## src/rtl/sram_pkg.sv

```systemverilog
// Shared types and default geometry for the parameterised SRAM block.
package sram_pkg;

    localparam int DEF_DATA_W = 8;
    localparam int DEF_ADDR_W = 6;

    typedef enum logic {
        ST_INIT = 1'b0,
        ST_IDLE = 1'b1
    } state_e;

endpackage

```

## src/rtl/sram_mem_array.sv

```systemverilog
// Byte-enabled storage array with one write port and one registered read port.
module sram_mem_array #(
    parameter int DATA_W = 8,
    parameter int ADDR_W = 6
) (
    input  logic                 i_clk,
    input  logic                 i_reset,
    input  logic                 i_we,
    input  logic [ADDR_W-1:0]    i_waddr,
    input  logic [DATA_W-1:0]    i_wdata,
    input  logic [DATA_W/8-1:0]  i_wbe,
    input  logic                 i_re,
    input  logic [ADDR_W-1:0]    i_raddr,
    output logic [DATA_W-1:0]    o_rdata
);
    localparam int DEPTH = 2**ADDR_W;
    localparam int BE_W  = DATA_W/8;

    logic [DATA_W-1:0] mem [DEPTH];

    always_ff @(posedge i_clk) begin
        if (i_we) begin
            for (int b = 0; b < BE_W; b++) begin
                if (i_wbe[b])
                    mem[i_waddr][b*8 +: 8] <= i_wdata[b*8 +: 8];
            end
        end
    end

    // Read register only moves on a read, so it holds the last result.
    always_ff @(posedge i_clk) begin
        if (i_reset)
            o_rdata <= '0;
        else if (i_re)
            o_rdata <= mem[i_raddr];
    end

endmodule

```

## src/rtl/param_sram.sv

```systemverilog
// Single-port SRAM with post-reset clear, byte-enabled writes and 1-cycle reads.
module param_sram
    import sram_pkg::*;
#(
    parameter  int DATA_W = DEF_DATA_W,
    parameter  int ADDR_W = DEF_ADDR_W,
    localparam int DEPTH  = 2**ADDR_W,
    localparam int BE_W   = DATA_W/8
) (
    input  logic              i_clk,
    input  logic              i_reset,
    input  logic              i_ce,
    input  logic              i_rw,
    input  logic [ADDR_W-1:0] i_addr,
    input  logic [DATA_W-1:0] i_data,
    input  logic [BE_W-1:0]   i_be,
    output logic              o_ready,
    output logic [DATA_W-1:0] o_data,
    output logic              o_valid
);
    localparam int STAGES = 1;

    state_e              state, state_nxt;
    logic [ADDR_W-1:0]   init_cnt;
    logic                init_last;
    logic                acc;
    logic                mem_we, mem_re;
    logic [ADDR_W-1:0]   mem_addr;
    logic [DATA_W-1:0]   mem_wdata;
    logic [BE_W-1:0]     mem_be;
    logic [STAGES-1:0]   vld_pipe;

    assign init_last = &init_cnt;

    always_ff @(posedge i_clk) begin
        if (i_reset)
            state <= ST_INIT;
        else
            state <= state_nxt;
    end

    always_comb begin
        state_nxt = state;
        case (state)
            ST_INIT: if (init_last) state_nxt = ST_IDLE;
            ST_IDLE: state_nxt = ST_IDLE;
            default: state_nxt = ST_INIT;
        endcase
    end

    // Reset wins over a request arriving on the same edge.
    always_comb begin
        o_ready   = 1'b0;
        acc       = 1'b0;
        mem_we    = 1'b0;
        mem_re    = 1'b0;
        mem_addr  = i_addr;
        mem_wdata = i_data;
        mem_be    = i_be;
        case (state)
            ST_INIT: begin
                mem_we    = ~i_reset;
                mem_addr  = init_cnt;
                mem_wdata = '0;
                mem_be    = '1;
            end
            ST_IDLE: begin
                o_ready = 1'b1;
                acc     = i_ce & ~i_reset;
                mem_we  = acc & i_rw;
                mem_re  = acc & ~i_rw;
            end
            default: ;
        endcase
    end

    always_ff @(posedge i_clk) begin
        if (i_reset)
            init_cnt <= '0;
        else if (state == ST_INIT)
            init_cnt <= init_cnt + 1'b1;
    end

    always_ff @(posedge i_clk) begin
        if (i_reset)
            vld_pipe <= '0;
        else
            vld_pipe <= STAGES'({vld_pipe, mem_re});
    end

    assign o_valid = vld_pipe[STAGES-1];

    sram_mem_array #(
        .DATA_W (DATA_W),
        .ADDR_W (ADDR_W)
    ) u_mem (
        .i_clk   (i_clk),
        .i_reset (i_reset),
        .i_we    (mem_we),
        .i_waddr (mem_addr),
        .i_wdata (mem_wdata),
        .i_wbe   (mem_be),
        .i_re    (mem_re),
        .i_raddr (mem_addr),
        .o_rdata (o_data)
    );

endmodule

```

## config.mk

```make
export PLATFORM = sky130hd
export DESIGN_NAME = param_sram
export DESIGN_NICKNAME = d
export VERILOG_FILES = /design/src/rtl/sram_pkg.sv /design/src/rtl/sram_mem_array.sv /design/src/rtl/param_sram.sv
export SDC_FILE = /design/constraint.sdc
export NUM_CORES = 1
export LEC_CHECK = 0
export BUFFER_PORTS_ARGS = -buffer_cell sky130_fd_sc_hd__buf_2
export CAP_MARGIN = 40
export CORE_MARGIN = 3
export CORE_UTILIZATION = 43
export DETAILED_ROUTE_END_ITERATION = 16
export PLACE_DENSITY_LB_ADDON = 0.08
export REMOVE_ABC_BUFFERS = 1
export SYNTH_ARGS = -nofsm -noshare
export SYNTH_HDL_FRONTEND = slang
export SYNTH_HIERARCHICAL = 1
export SYNTH_SLANG_ARGS = --single-unit
```

## constraint.sdc

```tcl
create_clock -name i_clk -period 3.1 [get_ports i_clk]
set_input_delay 0.62 -clock i_clk [delete_from_list [all_inputs] [get_ports i_clk]]
set_output_delay 0.62 -clock i_clk [all_outputs]
set_load 0.02 [all_outputs]
```

== After elaboration in Yosys (flattened, before gate mapping) ==
Memories as Yosys holds them, arrays and structs flattened. A register that Yosys moved wholly into a read port is not among the register bits.
Index checks and enable logic that the tools add are counted.

* Logic and storage cells: 23
* Memory bits (read-only): 0
* Register bits after elaboration: 8
* Memories: 1
* Bits in writable memories: 512
* Output and inout port bits: 10
* Bits in latches: 0

* Bitwise operators: 6
* Multiplexer cells: 11
* Reductions and logical operators: 1
* Div/mod/pow operators: 0
* Shift-type cells: 0
* $lt $le $gt $ge: 0
* Multipliers: 0
* $add $sub $neg: 1
* Equal/unequal tests: 0

{| class="wikitable"
|+ Memory list
! name !! words !! bits a word !! read ports !! clocked after Yosys merged registers in !! wr ports !! line !! text
|-
| u_mem.mem || 64 || 8 || 1 || 1 || 1 || sram_mem_array.sv:19 || <nowiki>logic [DATA_W-1:0] mem [DEPTH];</nowiki>
|}

{| class="wikitable"
|+ Operators by type and width
! kind !! number
|-
| $mux 8 || 1
|-
| $mux 1 || 7
|-
| $add 6x1->6 const B || 1
|-
| $mux 6 || 1
|-
| $reduce_and 6->1 || 1
|-
| $pmux 1 s2 || 2
|-
| $and 1x1->1 || 3
|-
| $not 1->1 || 3
|}

== Depth between registers and ports, before layout ==
* Word-level depth: 6
* Mapped depth: 10
* Mapped depth without buffers: 6

== Cells and area by module ==
Netlist, hierarchy kept.

{| class="wikitable"
|+ By module, submodules not included
! module !! cells an instance !! times used !! seq. area each (um2) !! area each (um2)
|-
| sram_mem_array || 1034 || 1 || 15534.9 || 20168.1
|-
| param_sram || 51 || 1 || 160.2 || 467.9
|}

== Worst setup path after synthesis ==
Ideal clock, no wire load.

* Path kind: reg2reg
* Start: reg state
* End: mem u_mem.mem[39][0] (enable)
* Cell stages (with the launch flop): 7
* Library setup time: 0.370 ns
* Path buffers: 3
* Path slack: 0.400 ns
* Clock period less this slack: 2.700 ns
* Data arrival time: 2.330 ns
* Required time: 2.730 ns
* Cells stage by stage: dfxtp_1 -> buf_2 -> mux2_2 -> clkbuf_1 -> or3b_2 -> clkbuf_1 -> nor2_1

* Elaborated cells on any way between the ends: 7
* Classes of those cells: mux: 6; bitwise: 1

{| class="wikitable"
|+ RTL lines
! item !! line !! text
|-
| from (decl) || param_sram.sv:23 || <nowiki>state_e state, state_nxt;</nowiki>
|-
| from (signal assigned) || param_sram.sv:39 || <nowiki>state <= state_nxt;</nowiki>
|-
| $mux 6 || param_sram.sv:60 || <nowiki>case (state)</nowiki>
|-
| via mem_addr[3] || param_sram.sv:28 || <nowiki>logic [ADDR_W-1:0] mem_addr;</nowiki>
|-
| to (decl) || sram_mem_array.sv:19 ||
|}

The timed path passes the listed nets, and every way through them passes these cells.

== Final worst setup path ==
* Start: reg state
* End: reg u_mem.o_rdata[2], read port of u_mem.mem

* Word-level cells in the longest chain between the ends: 1
* Elaborated cells on any way between the ends: 2
* Classes of those cells: mux: 2

{| class="wikitable"
|+ Ends and longest elaborated chain
! item !! line !! text
|-
| $mux 6 || param_sram.sv:60 ||
|-
| via mem_addr[1] || param_sram.sv:28 ||
|-
| to (decl) || sram_mem_array.sv:14 || <nowiki>output logic [DATA_W-1:0] o_rdata</nowiki>
|}

The timed path passes the listed nets, and every way through them passes these cells.
A chain may end at the register's enable or synchronous reset.

==> results.py <==
metrics = {
    "worst_setup_path": {
        "r2r-start": "state",
        "reg2reg_depth": 7,
        "r2r_end": "u_mem/o_rdata[2]",
        "path_buf_inv": 2,
        "cp.required_ns": 3.59,
        "worstPathCellList": "buf_4 -> mux2_2 -> and3b_1 -> buf_4 -> a22oi_1 -> nand4_1 -> a221o_1",
        "path_common_cell": "buf_4",
        "r2r_slack_ns": 0.15,
        "cpPeakStageDelay_ns": 0.46,
        "path_delay_family": "simple AND/OR/NAND/NOR gates",
        "crit_slowest_cell": "dfxtp_1",
        "end_kind": "flop",
        "cp_max_fo": 14,
        "start_kind": "flop",
        "arrival_ns": 3.45,
        "critPathKind": "flop to flop",
    },
    "clocking": {
        "cts_root_buf": "clkbuf_16",
        "clock-sinks": 528,
        "clock_latency_ns": 0.60,
        "clkTransAtPathRegs_ns": 0.06,
        "htreeDepth": 2,
        "cts_buffers": 55,
        "hold_buffers": 0,
        "cts_tree": "yes",
        "clock_path_buffers": 3,
    },
    "placement": {
        "gp_congestion": 0.803,
        "dp_cells": 1770,
        "place_hpwl_um": 31600,
        "io_buffers": 28,
    },
    "finish": {
        "most-common-layout-cells": "512 x edfxtp_1, 129 x mux2i_1, 99 x buf_4",
        "layout_commonest_cell": "edfxtp_1",
        "multi_input_area_um2": 4670,
        "area_growth_pct": 17.6,
        "nets": 1248,
        "layout-drive-gt1-share": 0.242,
        "n_antenna_cell": 0,
        "instances_no_fill": 1878,
        "regArea_um2": 15700,
        "nFillCells": 3755,
    },
    "timing": {
        "skew_ns": 0.0205,
        "worst_pin_slew_ns": 0.895,
        "rsz0062_at_grt": "no",
        "period_share": 0.953,
        "max_slew_margin": 0.402,
        "min_period_ns": 2.95,
        "holdWs_ns": 0.233,
        "setup_viol": 0,
        "fmax_mhz": 338,
        "hold_viol_final": 0,
        "drv_slew": 0,
    },
    "power": {
        "internal_power_w": 0.0119,
        "seqPwrFrac": 0.517,
        "peakVddDrop_mv": 0.526,
        "pwr-share-clk": 0.439,
        "p_leak_nw": 8.13,
        "p_comb_frac": 0.044,
        "power_density_nw_per_um2": 617,
        "switchingPower_w": 0.00304,
        "netSwitchingFraction": 0.203,
        "total_power_w": 0.0150,
    },
    "routing": {
        "via_count": 10622,
        "wl_per_cell_um": 26.7,
        "wl_um": 50100,
        "viasPerCell": 5.66,
        "drc": 0,
        "drtIter0Drc": 984,
        "drtAntennaViolNets": 0,
        "firstDrtPassIters": 4,
    },
    "synthesis": {
        "ys_ff_latch": 528,
        "netlist_instances": 1085,
        "syn_area_per_cell_um2": 19.0,
        "ys_async_sr_fraction": 0,
        "synth_edf_count": 512,
        "ys_warn_count": 6,
        "netlist_area_um2": 20600,
        "ys_types": 35,
        "synth-seq-area-share": 0.761,
        "synth_ff_type": "edfxtp_1",
    },
    "min_path": {
        "worstHoldPathCells": 2,
        "hold_path_class": "primary input to flop",
        "hold_start": "i_rw",
        "worstHoldEndpoint": "o_valid",
    },
    "floorplan": {
        "start_util": 0.440,
        "dieWidth_um": 225,
        "die_y_um": 225,
        "row_count": 79,
        "io_pins": 29,
        "core_um2": 47000,
        "die_area_um2": 50700,
    },
    "grt": {
        "globalRouteOverflowTotal": 0,
        "grt_use_total": 0.200,
        "grt_pass1_wl_um": 73200,
        "grt_pass1_vias": 10461,
        "grt_start_max_net_pins": 46,
        "grt_antenna_before_repair": 0,
    },
    "flow_run": {
        "drv_cap": 0,
    },
    "status": {
        "status": "completed",
    },
}
[area by class of cell]
cell class              instances  area share
flip-flops and latches        528       0.647
multi-input cells             493       0.192
clock buffers                  64      0.0599
repair buffers                150      0.0550
well taps                     607      0.0313
clock inverters                36      0.0146
[Yosys cell counts (4+ instances only)]
library cell	n	share of area
nor3b_1	10	0.0036
and2_1	9	0.0027
a22oi_1	96	0.035
buf_2	31	0.0075
nand4_1	16	0.0049
dfxtp_1	16	0.016
clkbuf_1	24	0.0044
nor2b_1	6	0.0018
mux4_2	54	0.059
mux2_2	6	0.0033
nand2_1	12	0.0022
nand3_1	35	0.0085
buf_1	4	0.00073
mux2i_1	129	0.063
edfxtp_1	512	0.75
nor2_1	77	0.014
a221o_1	8	0.0039
buf_6	4	0.0022
mux4_1	10	0.013
[state kept, by name (all words and copies together) (netlist names)]
name	count
state	1
u_mem/o_rdata	8
u_mem/mem	512
o_valid	1
init_cnt	6
[stage by stage]
stage                     setup TNS (ns)  instance area (um2)  setup slack, ns   util
final                                  0                24300            0.146  0.517
after floorplan                 -1116.62                20300            -2.75      -
after global placement            -0.304                22400          -0.0914  0.477
after global routing                   0                24300         0.000185  0.517
after CTS                              0                24200           0.0689  0.515
after detailed placement          -0.342                22400          -0.0960  0.477
[metal layers]
metal	vias up	part of all wire	track usage
met5	-	0	0
met2	284	0.47	0.313
met1	5561	0.45	0.294
met3	61	0.052	0.0324
met4	0	0.020	0.0543
li1	4716	-	-
[power by group through the flow]
stage	Sequential, W	Clock [W]	Combinational (W)
6_report	0.00774	0.00658	0.000657
5_1_grt	0.00774	0.00702	0.000700
4_1_cts	0.00774	0.00673	0.000653
3_5_place_dp	0.00789	0	0.000651
3_3_place_gp	0.00789	0	0.000648
2_1_floorplan	0.00789	0	0.000429
[cells by family (layout without fill, tap and decap cells)]
group                      after synthesis  in the layout  share of synthesized area
AOI/OAI and AO/OA                      108            108                     0.0398
xor gates and xnor gates                 4              4                    0.00170
adders and majority gates                1              1                   0.000606
buffers and inverters                   64            250                     0.0158
DFF                                    528            528                      0.761
muxes                                  199            199                      0.138
and+or+nand+nor                        181            181                     0.0440
[how the worst max path moves through the flow]
| stage | to | from | cells after the start |
|---|---|---|---|
| detailed placement | u_mem/o_rdata[5] | i_addr[0] | 9 |
| CTS | u_mem/o_rdata[5] | state | 8 |
| global placement | u_mem/o_rdata[5] | i_addr[0] | 9 |
| finish | u_mem/o_rdata[2] | state | 7 |
| floorplan | u_mem/mem[46][0] | state | 3 |
| global route | u_mem/o_rdata[2] | state | 7 |
[worst reg2reg max path, cell delays in order (launching register included)]
cell and delay, ns:
dfxtp_1 0.46, buf_4 0.24, mux2_2 0.45, and3b_1 0.41, buf_4 0.27, a22oi_1 0.32, nand4_1 0.33, a221o_1 0.37
[repair_timing]
item | CTS | global route
buffers inserted | 0 | 8
endpoints found under the setup margin | 0 | 4
resized for setup | 0 | 1
endpoints found under the hold margin | 0 | 0
(Power assumes the default switching activity.)
